==> src/rtl/pulse_counter_pkg.sv <==
// ---------------------------------------------------------------------------
// pulse_counter_pkg
//   Shared constants and helpers for the pulse counter datapath.
//   - BCD_W      : width of one packed BCD digit
//   - BCD_MAX    : largest legal digit value; a digit never holds 10..15
//   - DIGITS_MAX : largest supported number of digits in pulse_counter
// ---------------------------------------------------------------------------
package pulse_counter_pkg;

  localparam int BCD_W = 4;
  localparam logic [BCD_W-1:0] BCD_MAX = 4'd9;
  localparam int DIGITS_MAX = 8;

  // True when a digit is at its top value and will wrap on the next carry-in.
  function automatic logic bcd_is_max(input logic [BCD_W-1:0] d);
    return (d == BCD_MAX);
  endfunction

  // Next value of a digit that receives a carry-in: 9 wraps back to 0.
  function automatic logic [BCD_W-1:0] bcd_next(input logic [BCD_W-1:0] d);
    return bcd_is_max(d) ? '0 : d + 4'd1;
  endfunction

endpackage

==> src/rtl/bcd_digit.sv <==
// ---------------------------------------------------------------------------
// bcd_digit
//   One decimal digit of the ripple-carry BCD counter.
//
//   Ports:
//     clock  in   system clock, rising-edge active
//     reset  in   asynchronous active-high reset (digit -> 0)
//     clear  in   synchronous clear (digit -> 0), wins over cin
//     cin    in   carry-in: advance this digit on the next edge
//     digit  out  registered digit value, always 0..9
//     cout   out  carry-out: cin while the digit is 9 (it wraps to 0)
//
//   cout is combinational from cin and the registered digit so that a whole
//   chain of digits ripples within one cycle; it feeds only the next digit
//   or a register in the parent, never a module output directly.
// ---------------------------------------------------------------------------
module bcd_digit
  import pulse_counter_pkg::*;
(
  input  logic             clock,
  input  logic             reset,
  input  logic             clear,
  input  logic             cin,
  output logic [BCD_W-1:0] digit,
  output logic             cout
);

  assign cout = cin & bcd_is_max(digit);

  always_ff @(posedge clock or posedge reset) begin
    if (reset) begin
      digit <= '0;
    end else if (clear) begin
      digit <= '0;
    end else if (cin) begin
      digit <= bcd_next(digit);
    end
  end

endmodule

==> src/rtl/pulse_counter.sv <==
// ---------------------------------------------------------------------------
// pulse_counter
//   Counts accepted edges of the debounced level `clean` in a packed BCD
//   counter of DIGITS digits for display.
//
//   Parameters:
//     DIGITS    number of BCD digits, 1..8; count is 4*DIGITS bits wide
//
//   Ports:
//     clock     in   system clock, rising-edge active
//     reset     in   asynchronous active-high reset
//     clean     in   debounced level, already synchronous to clock
//     enable    in   1 = accept edges, 0 = ignore them (tracking continues)
//     clear     in   synchronous clear of count and overflow
//     count     out  packed BCD value, digit 0 in [3:0]
//     tick      out  one-cycle strobe per accepted increment
//     overflow  out  sticky flag, set when the count wraps all-9s -> 0
//
//   Build option:
//     PULSE_COUNTER_BOTH_EDGES_EN  when defined, both rising and falling
//                                  edges of clean count; otherwise only
//                                  rising edges count.
//
//   Every output comes straight from a flop, so there is no combinational
//   path from any input to any output.
// ---------------------------------------------------------------------------
module pulse_counter
  import pulse_counter_pkg::*;
#(
  parameter int DIGITS = 4
)(
  input  logic                  clock,
  input  logic                  reset,
  input  logic                  clean,
  input  logic                  enable,
  input  logic                  clear,
  output logic [4*DIGITS-1:0]   count,
  output logic                  tick,
  output logic                  overflow
);

  if (DIGITS < 1 || DIGITS > DIGITS_MAX) begin : g_digits_range
    $error("pulse_counter: DIGITS must be in 1..%0d", DIGITS_MAX);
  end

  logic              clean_q;
  logic              edge_det;
  logic              inc;
  logic [DIGITS:0]   carry;

  // clean_q resets to 1 so a level already high when reset is released is
  // treated as "seen" and does not produce a count.
`ifdef PULSE_COUNTER_BOTH_EDGES_EN
  assign edge_det = clean ^ clean_q;
`else
  assign edge_det = clean & ~clean_q;
`endif

  // clear has priority: an edge that coincides with clear is dropped, and
  // since clean_q still tracks clean it is not replayed afterwards.
  assign inc      = edge_det & enable & ~clear;
  assign carry[0] = inc;

  // Ripple-carry chain: digit gi advances when inc is set and all lower
  // digits are 9.
  for (genvar gi = 0; gi < DIGITS; gi++) begin : g_digit
    bcd_digit u_digit (
      .clock (clock),
      .reset (reset),
      .clear (clear),
      .cin   (carry[gi]),
      .digit (count[gi*BCD_W +: BCD_W]),
      .cout  (carry[gi+1])
    );
  end

  always_ff @(posedge clock or posedge reset) begin
    if (reset) begin
      clean_q  <= 1'b1;
      tick     <= 1'b0;
      overflow <= 1'b0;
    end else begin
      clean_q <= clean;
      tick    <= inc;
      if (clear) begin
        overflow <= 1'b0;
      end else if (carry[DIGITS]) begin
        // Carry out of the top digit means the whole count wrapped to 0.
        overflow <= 1'b1;
      end
    end
  end

endmodule
==> config.mk <==
export PLATFORM = sky130hd
export DESIGN_NAME = pulse_counter
export DESIGN_NICKNAME = d
export VERILOG_FILES = /design/src/rtl/pulse_counter_pkg.sv /design/src/rtl/bcd_digit.sv /design/src/rtl/pulse_counter.sv
export SDC_FILE = /design/constraint.sdc
export NUM_CORES = 1
export LEC_CHECK = 0
export CAP_MARGIN = 20
export CORE_MARGIN = 10
export CORE_UTILIZATION = 40
export CTS_CLUSTER_DIAMETER = 50
export DETAILED_ROUTE_END_ITERATION = 8
export HOLD_SLACK_MARGIN = 0.05
export PLACE_DENSITY_LB_ADDON = 0.15
export SYNTH_ARGS = -nofsm -noshare
export SYNTH_HDL_FRONTEND = slang
export SYNTH_HIERARCHICAL = 1
export SYNTH_SLANG_ARGS = --single-unit
export TNS_END_PERCENT = 10
==> constraint.sdc <==
create_clock -name clock -period 6.7 [get_ports clock]
set_input_delay 1.34 -clock clock [delete_from_list [all_inputs] [get_ports clock]]
set_output_delay 1.34 -clock clock [all_outputs]
set_load 0.005 [all_outputs]
* After elaboration in Yosys (flattened, before gate mapping)
Index checks and enable logic that the tools add are counted.
** Storage, ports and cells
- Output and inout port bits :: 18
- Memory bits (read-only) :: 0
- Flip-flop bits (word level) :: 19
- RAM bits :: 0
- Memories kept :: 0
- Input bits :: 5
- Latch bits :: 0
** Operators by class
- Divide/modulo/power cells :: 0
- Multipliers :: 0
- Shift operators :: 0
- Bitwise logic cells :: 9
- Eq/ne operators :: 4
- $add $sub $neg :: 4
- Reductions and logical operators :: 5
- Magnitude comparators :: 0
- Muxes and demuxes :: 14
** Operator list (number)
- 4-bit 2-to-1 mux :: 12
- 4-bit by 1-bit adder with 4-bit output, second input constant :: 4
- 4-bit == test, second input constant :: 4
- 2-bit nonzero test :: 5
- 1-bit bitwise AND :: 7
- 1-bit 2-to-1 mux :: 2
- 1-bit NOT :: 2

* Depth between registers and ports, before layout
- Word-level depth :: 10
- Gate-level depth with buffers :: 11
- Mapped depth without buffers :: 11

* Cells and area by module
The synthesis kept the hierarchy.
** By module, submodules not included
- bcd_digit :: area each 244.0 um2, instances 4, cells each 27
- pulse_counter :: area each 102.6 um2, instances 1, cells each 6

* Worst setup path before layout
OpenSTA, ideal clock, no wires.
- Kind :: input -> register
- Start point :: input clear
- End point :: register g_digit[3].u_digit.digit[2]
- Data arrival time :: 3183 ps
- Cell stages on the path :: 10
- Path buffers :: 0
- Path slack :: 3444 ps
- Setup time :: 73 ps
- Data required time :: 6627 ps
- Cell sequence :: and4bb_2 -> inv_1 -> nor2_1 -> inv_1 -> nor2_1 -> inv_1 -> nor2_1 -> nand2_2 -> a211o_1 -> a21oi_2
** Between the ends
- Cells in the longest elaborated chain, start to end :: 6
- Elaborated cells on any way between the ends :: 7
- Those cells by class :: mux (1); bitwise (5); reduce/logical (1)
** RTL lines
- from (decl) :: RTL line pulse_counter.sv:36 : input logic clear,
- 1-bit NOT :: RTL line pulse_counter.sv:61 : assign inc = edge_det & enable & ~clear;
- 1-bit bitwise AND :: RTL line pulse_counter.sv:61
- 1-bit bitwise AND :: RTL line bcd_digit.sv:28 : assign cout = cin & bcd_is_max(digit);
- via carry[1] :: RTL line pulse_counter.sv:49 : logic [DIGITS:0] carry;
- 1-bit bitwise AND :: RTL line bcd_digit.sv:28
- via carry[2] :: RTL line pulse_counter.sv:49
- 1-bit bitwise AND :: RTL line bcd_digit.sv:28
- via carry[3] :: RTL line pulse_counter.sv:49
- 2-bit nonzero test (no line)
- to (signal assigned) :: RTL line bcd_digit.sv:36 : digit <= bcd_next(digit);
- to (decl) :: RTL line bcd_digit.sv:24 : output logic [BCD_W-1:0] digit,
The timed path passes the listed nets, and every way through them passes these cells.
A chain may end at the register's enable or synchronous reset.

* Final worst setup path
- Start point :: input clear
- End point :: register g_digit[3].u_digit.digit[2]
** Between the ends
- Cells in the longest elaborated chain, start to end :: 6
- Elaborated cells on any way between the ends :: 7
- Those cells by class :: mux (1); bitwise (5); reduce/logical (1)
** RTL lines (RTL line)
- 1-bit NOT :: pulse_counter.sv:61
- 1-bit bitwise AND :: pulse_counter.sv:61
- via carry[0] :: pulse_counter.sv:49
- 1-bit bitwise AND :: bcd_digit.sv:28
- via carry[1] :: pulse_counter.sv:49
- 1-bit bitwise AND :: bcd_digit.sv:28
- via carry[2] :: pulse_counter.sv:49
- 1-bit bitwise AND :: bcd_digit.sv:28
- via carry[3] :: pulse_counter.sv:49
- 2-bit nonzero test (no line)
The timed path passes the listed nets, and every way through them passes these cells.

==> results_dict.tcl <==
set metrics [dict create \
    drv_slew 0 \
    crit_slowest_cell "clkdlybuf4s50_1" \
    rsz0062_at_grt "no" \
    cp_cell_sequence "clkdlybuf4s50_1, and4bb_2, inv_1, nor2_1, inv_1, nor2_1, inv_1, nor2_1, nand2_2, a211o_1, a21oi_2" \
    regToRegSetupSlack_ns 4.09 \
    internal_power_mw 0.142 \
    die-width_um 71.9 \
    crit_path_end_kind "flop" \
    drt_pre_antenna_iters 4 \
    p_sw_share_pct 24.0 \
    use_met1_pct 11.8 \
    required_ns 6.93 \
    grt_max_degree 19 \
    layout_min_cycle_time_ns 4.22 \
    cts_setup_buffers 0 \
    p_per_area_nw_per_um2 137 \
    seqPwrFrac_pct 62.3 \
    via_per_inst 5.37 \
    wl_mm 2.40 \
    track_usage_pct 10.3 \
    async_flop_share_pct 100 \
    leakage_nw 0.543 \
    final.setup.tns_ns 0 \
    ant_nets 0 \
    path_buf_inv 4 \
    top_level_ports 23 \
    final_cell_mix "22 x clkdlybuf4s50_1, 18 x dfrtp_1, 16 x nand2_1" \
    dp_cells 166 \
    critical_path_arrival_ns 4.46 \
    finalClockSkew_ns 0.00577 \
    grt_pass1_wl_mm 4.41 \
    postCtsResizedCells 0 \
    cts_max_level 1 \
    path_clk_slew_ns 0.12 \
    cts.sinks 19 \
    first_iter_violations 59 \
    drv_cap 0 \
    holdBufCountCts 0 \
    syn_nets 127 \
    start_util_pct 42.8 \
    drc 0 \
    fmax_mhz 237 \
    synth_edf_count 0 \
    crit_path_max_incr_delay_ns 0.77 \
    clockPowerShare_pct 32.7 \
    grt_util_met2_pct 16.8 \
    wl_per_cell_um 14.1 \
    slew_headroom_pct 51.5 \
    rows 18 \
    grt_overflow 0 \
    yosys_warnings 6 \
    instances_no_fill 170 \
    clockBufferDepth 2 \
    synthTopCellsByArea "dfrtp_1 42%, ha_1 9.3%, nand3b_1 8.4%" \
    min_path_type "reg -> reg" \
    dp_hpwl_mm 1.78 \
    dieArea_um2 5170 \
    final_common_cell "clkdlybuf4s50_1" \
    busiest_layer "met2" \
    grtUsageMet3_pct 4.63 \
    cp-start-kind "input port" \
    finalSetupViolCount 0 \
    combPwrFrac_pct 5.0 \
    fin_util_pct 54.1 \
    gp_congestion 0.811 \
    syn-instance-count 114 \
    finalCritPeriodShare_pct 63.0 \
    synth_area_leader_cell "dfrtp_1" \
    synth_top_area_share_pct 41.8 \
    seq_area_frac_synth_pct 44.2 \
    synth_seq_cells 19 \
    core_area_um2 2520 \
    worstSetupPathType "in -> reg" \
    antenna_found_initial 0 \
    synth.distinct_cells 17 \
    grt_pass1_vias 941 \
    tightest_slew_ns 0.725 \
    drive_gt1_share_pct 10.7 \
    cts_made_buffers 3 \
    critPathTopFamily "simple AND/OR/NAND/NOR gates" \
    fp.dieH_um 71.9 \
    cts_root_buf "clkbuf_4" \
    netlist_area_um2 1080 \
    power.switching_mw 0.0447 \
    num_vias 913 \
    status "completed" \
    ys.flop_type "dfrtp_1" \
    io_buffers 22 \
    hold_violations 0 \
    clk_latency_ns 0.31 \
    antenna_cells 0 \
    avgSynthCellArea_um2 9.46 \
    ir_worst_vdd_v 0.000134 \
    tritoncts "yes" \
    area_delta_synth_final_pct 26.5 \
    nets 154 \
    crit_fanout 18 \
]
metal layers:
layer  vias to the layer above  wire [µm]
met5                         -          0
met4                         0         29
met3                         4        172
met2                        17       1140
met1                       444       1060
li1                        448          -
worst register-to-register path, cell delays in order, from the launching register on:
cell and delay, ns:
dfstp_2 0.38, and4bb_2 0.37, inv_1 0.09, nor2_1 0.32
inv_1 0.12, nor2_1 0.32, inv_1 0.12, nor2_1 0.33
nand2_2 0.09, a211o_1 0.29, a21oi_2 0.12
layout make-up:
type,count,area [µm²]
clock buffer,3,22.5
fill,250,1160
inverter,13,48.8
sequential,19,477
timing repair buffer,22,220
tap,30,37.5
multi-input combinational,82,553
clock inverter,1,5.00
cells by family after synthesis:
| group | synth area share [%] |
|---|---|
| buf+inv | 4.52 |
| fa+ha+maj | 9.28 |
| compound gates | 19.5 |
| simple gates | 22.5 |
| flops | 44.2 |
synth_stat cells (4+ instances only):
master    count
ha_1          8
nand2_2       4
dfrtp_1      18
and4b_1       4
nor2_1        4
a211o_1       4
a21boi_0      4
o21ai_0       4
nand3b_1     12
o21ai_1       4
a21oi_2       4
a21oi_1      12
nand2_1      16
inv_1        13
power by group through the flow:
stage | Clock, mW | Sequential, mW | Combinational (mW)
5_1_grt | 0.0696 | 0.116 | 0.0106
6_report | 0.0609 | 0.116 | 0.00939
2_1_floorplan | 0 | 0.118 | 0.00329
4_1_cts | 0.0635 | 0.116 | 0.00967
3_3_place_gp | 0 | 0.118 | 0.00953
3_5_place_dp | 0 | 0.118 | 0.00968
sequential cells by signal (all words and copies together) (netlist names):
register and count:
tick 1, clean_q 1, overflow 1, g_digit.u_digit/digit 16
worst paths after layout:
kind | start | endpoint | depth (start not counted)
worst max-delay path | clear | g_digit[3].u_digit/digit[2]$_DFFE_PP0P_ | 11
worst min-delay path | overflow$_DFFE_PP0P_ | overflow$_DFFE_PP0P_ | 1
worst max register to register | clean_q$_DFF_PP1_ | g_digit[3].u_digit/digit[2]$_DFFE_PP0P_ | 10
worst min register to register | overflow$_DFFE_PP0P_ | overflow$_DFFE_PP0P_ | 1
max in group asynchronous | reset | clean_q$_DFF_PP1_ | 2
min in group asynchronous | reset | overflow$_DFFE_PP0P_ | 2
per-stage QoR:
step | hold WS (ns) | instance area [µm²] | setup slack [ns] | total power [mW]
floorplan | 0.504 | 1080 | 3.44 | 0.121
global placement | 0.493 | 1340 | 2.30 | 0.128
detailed placement | 0.497 | 1340 | 2.14 | 0.128
CTS | 0.529 | 1360 | 2.48 | 0.189
global route | 0.557 | 1360 | 2.22 | 0.196
finish | 0.523 | 1360 | 2.48 | 0.186
Power figures use the tool's default switching activity.
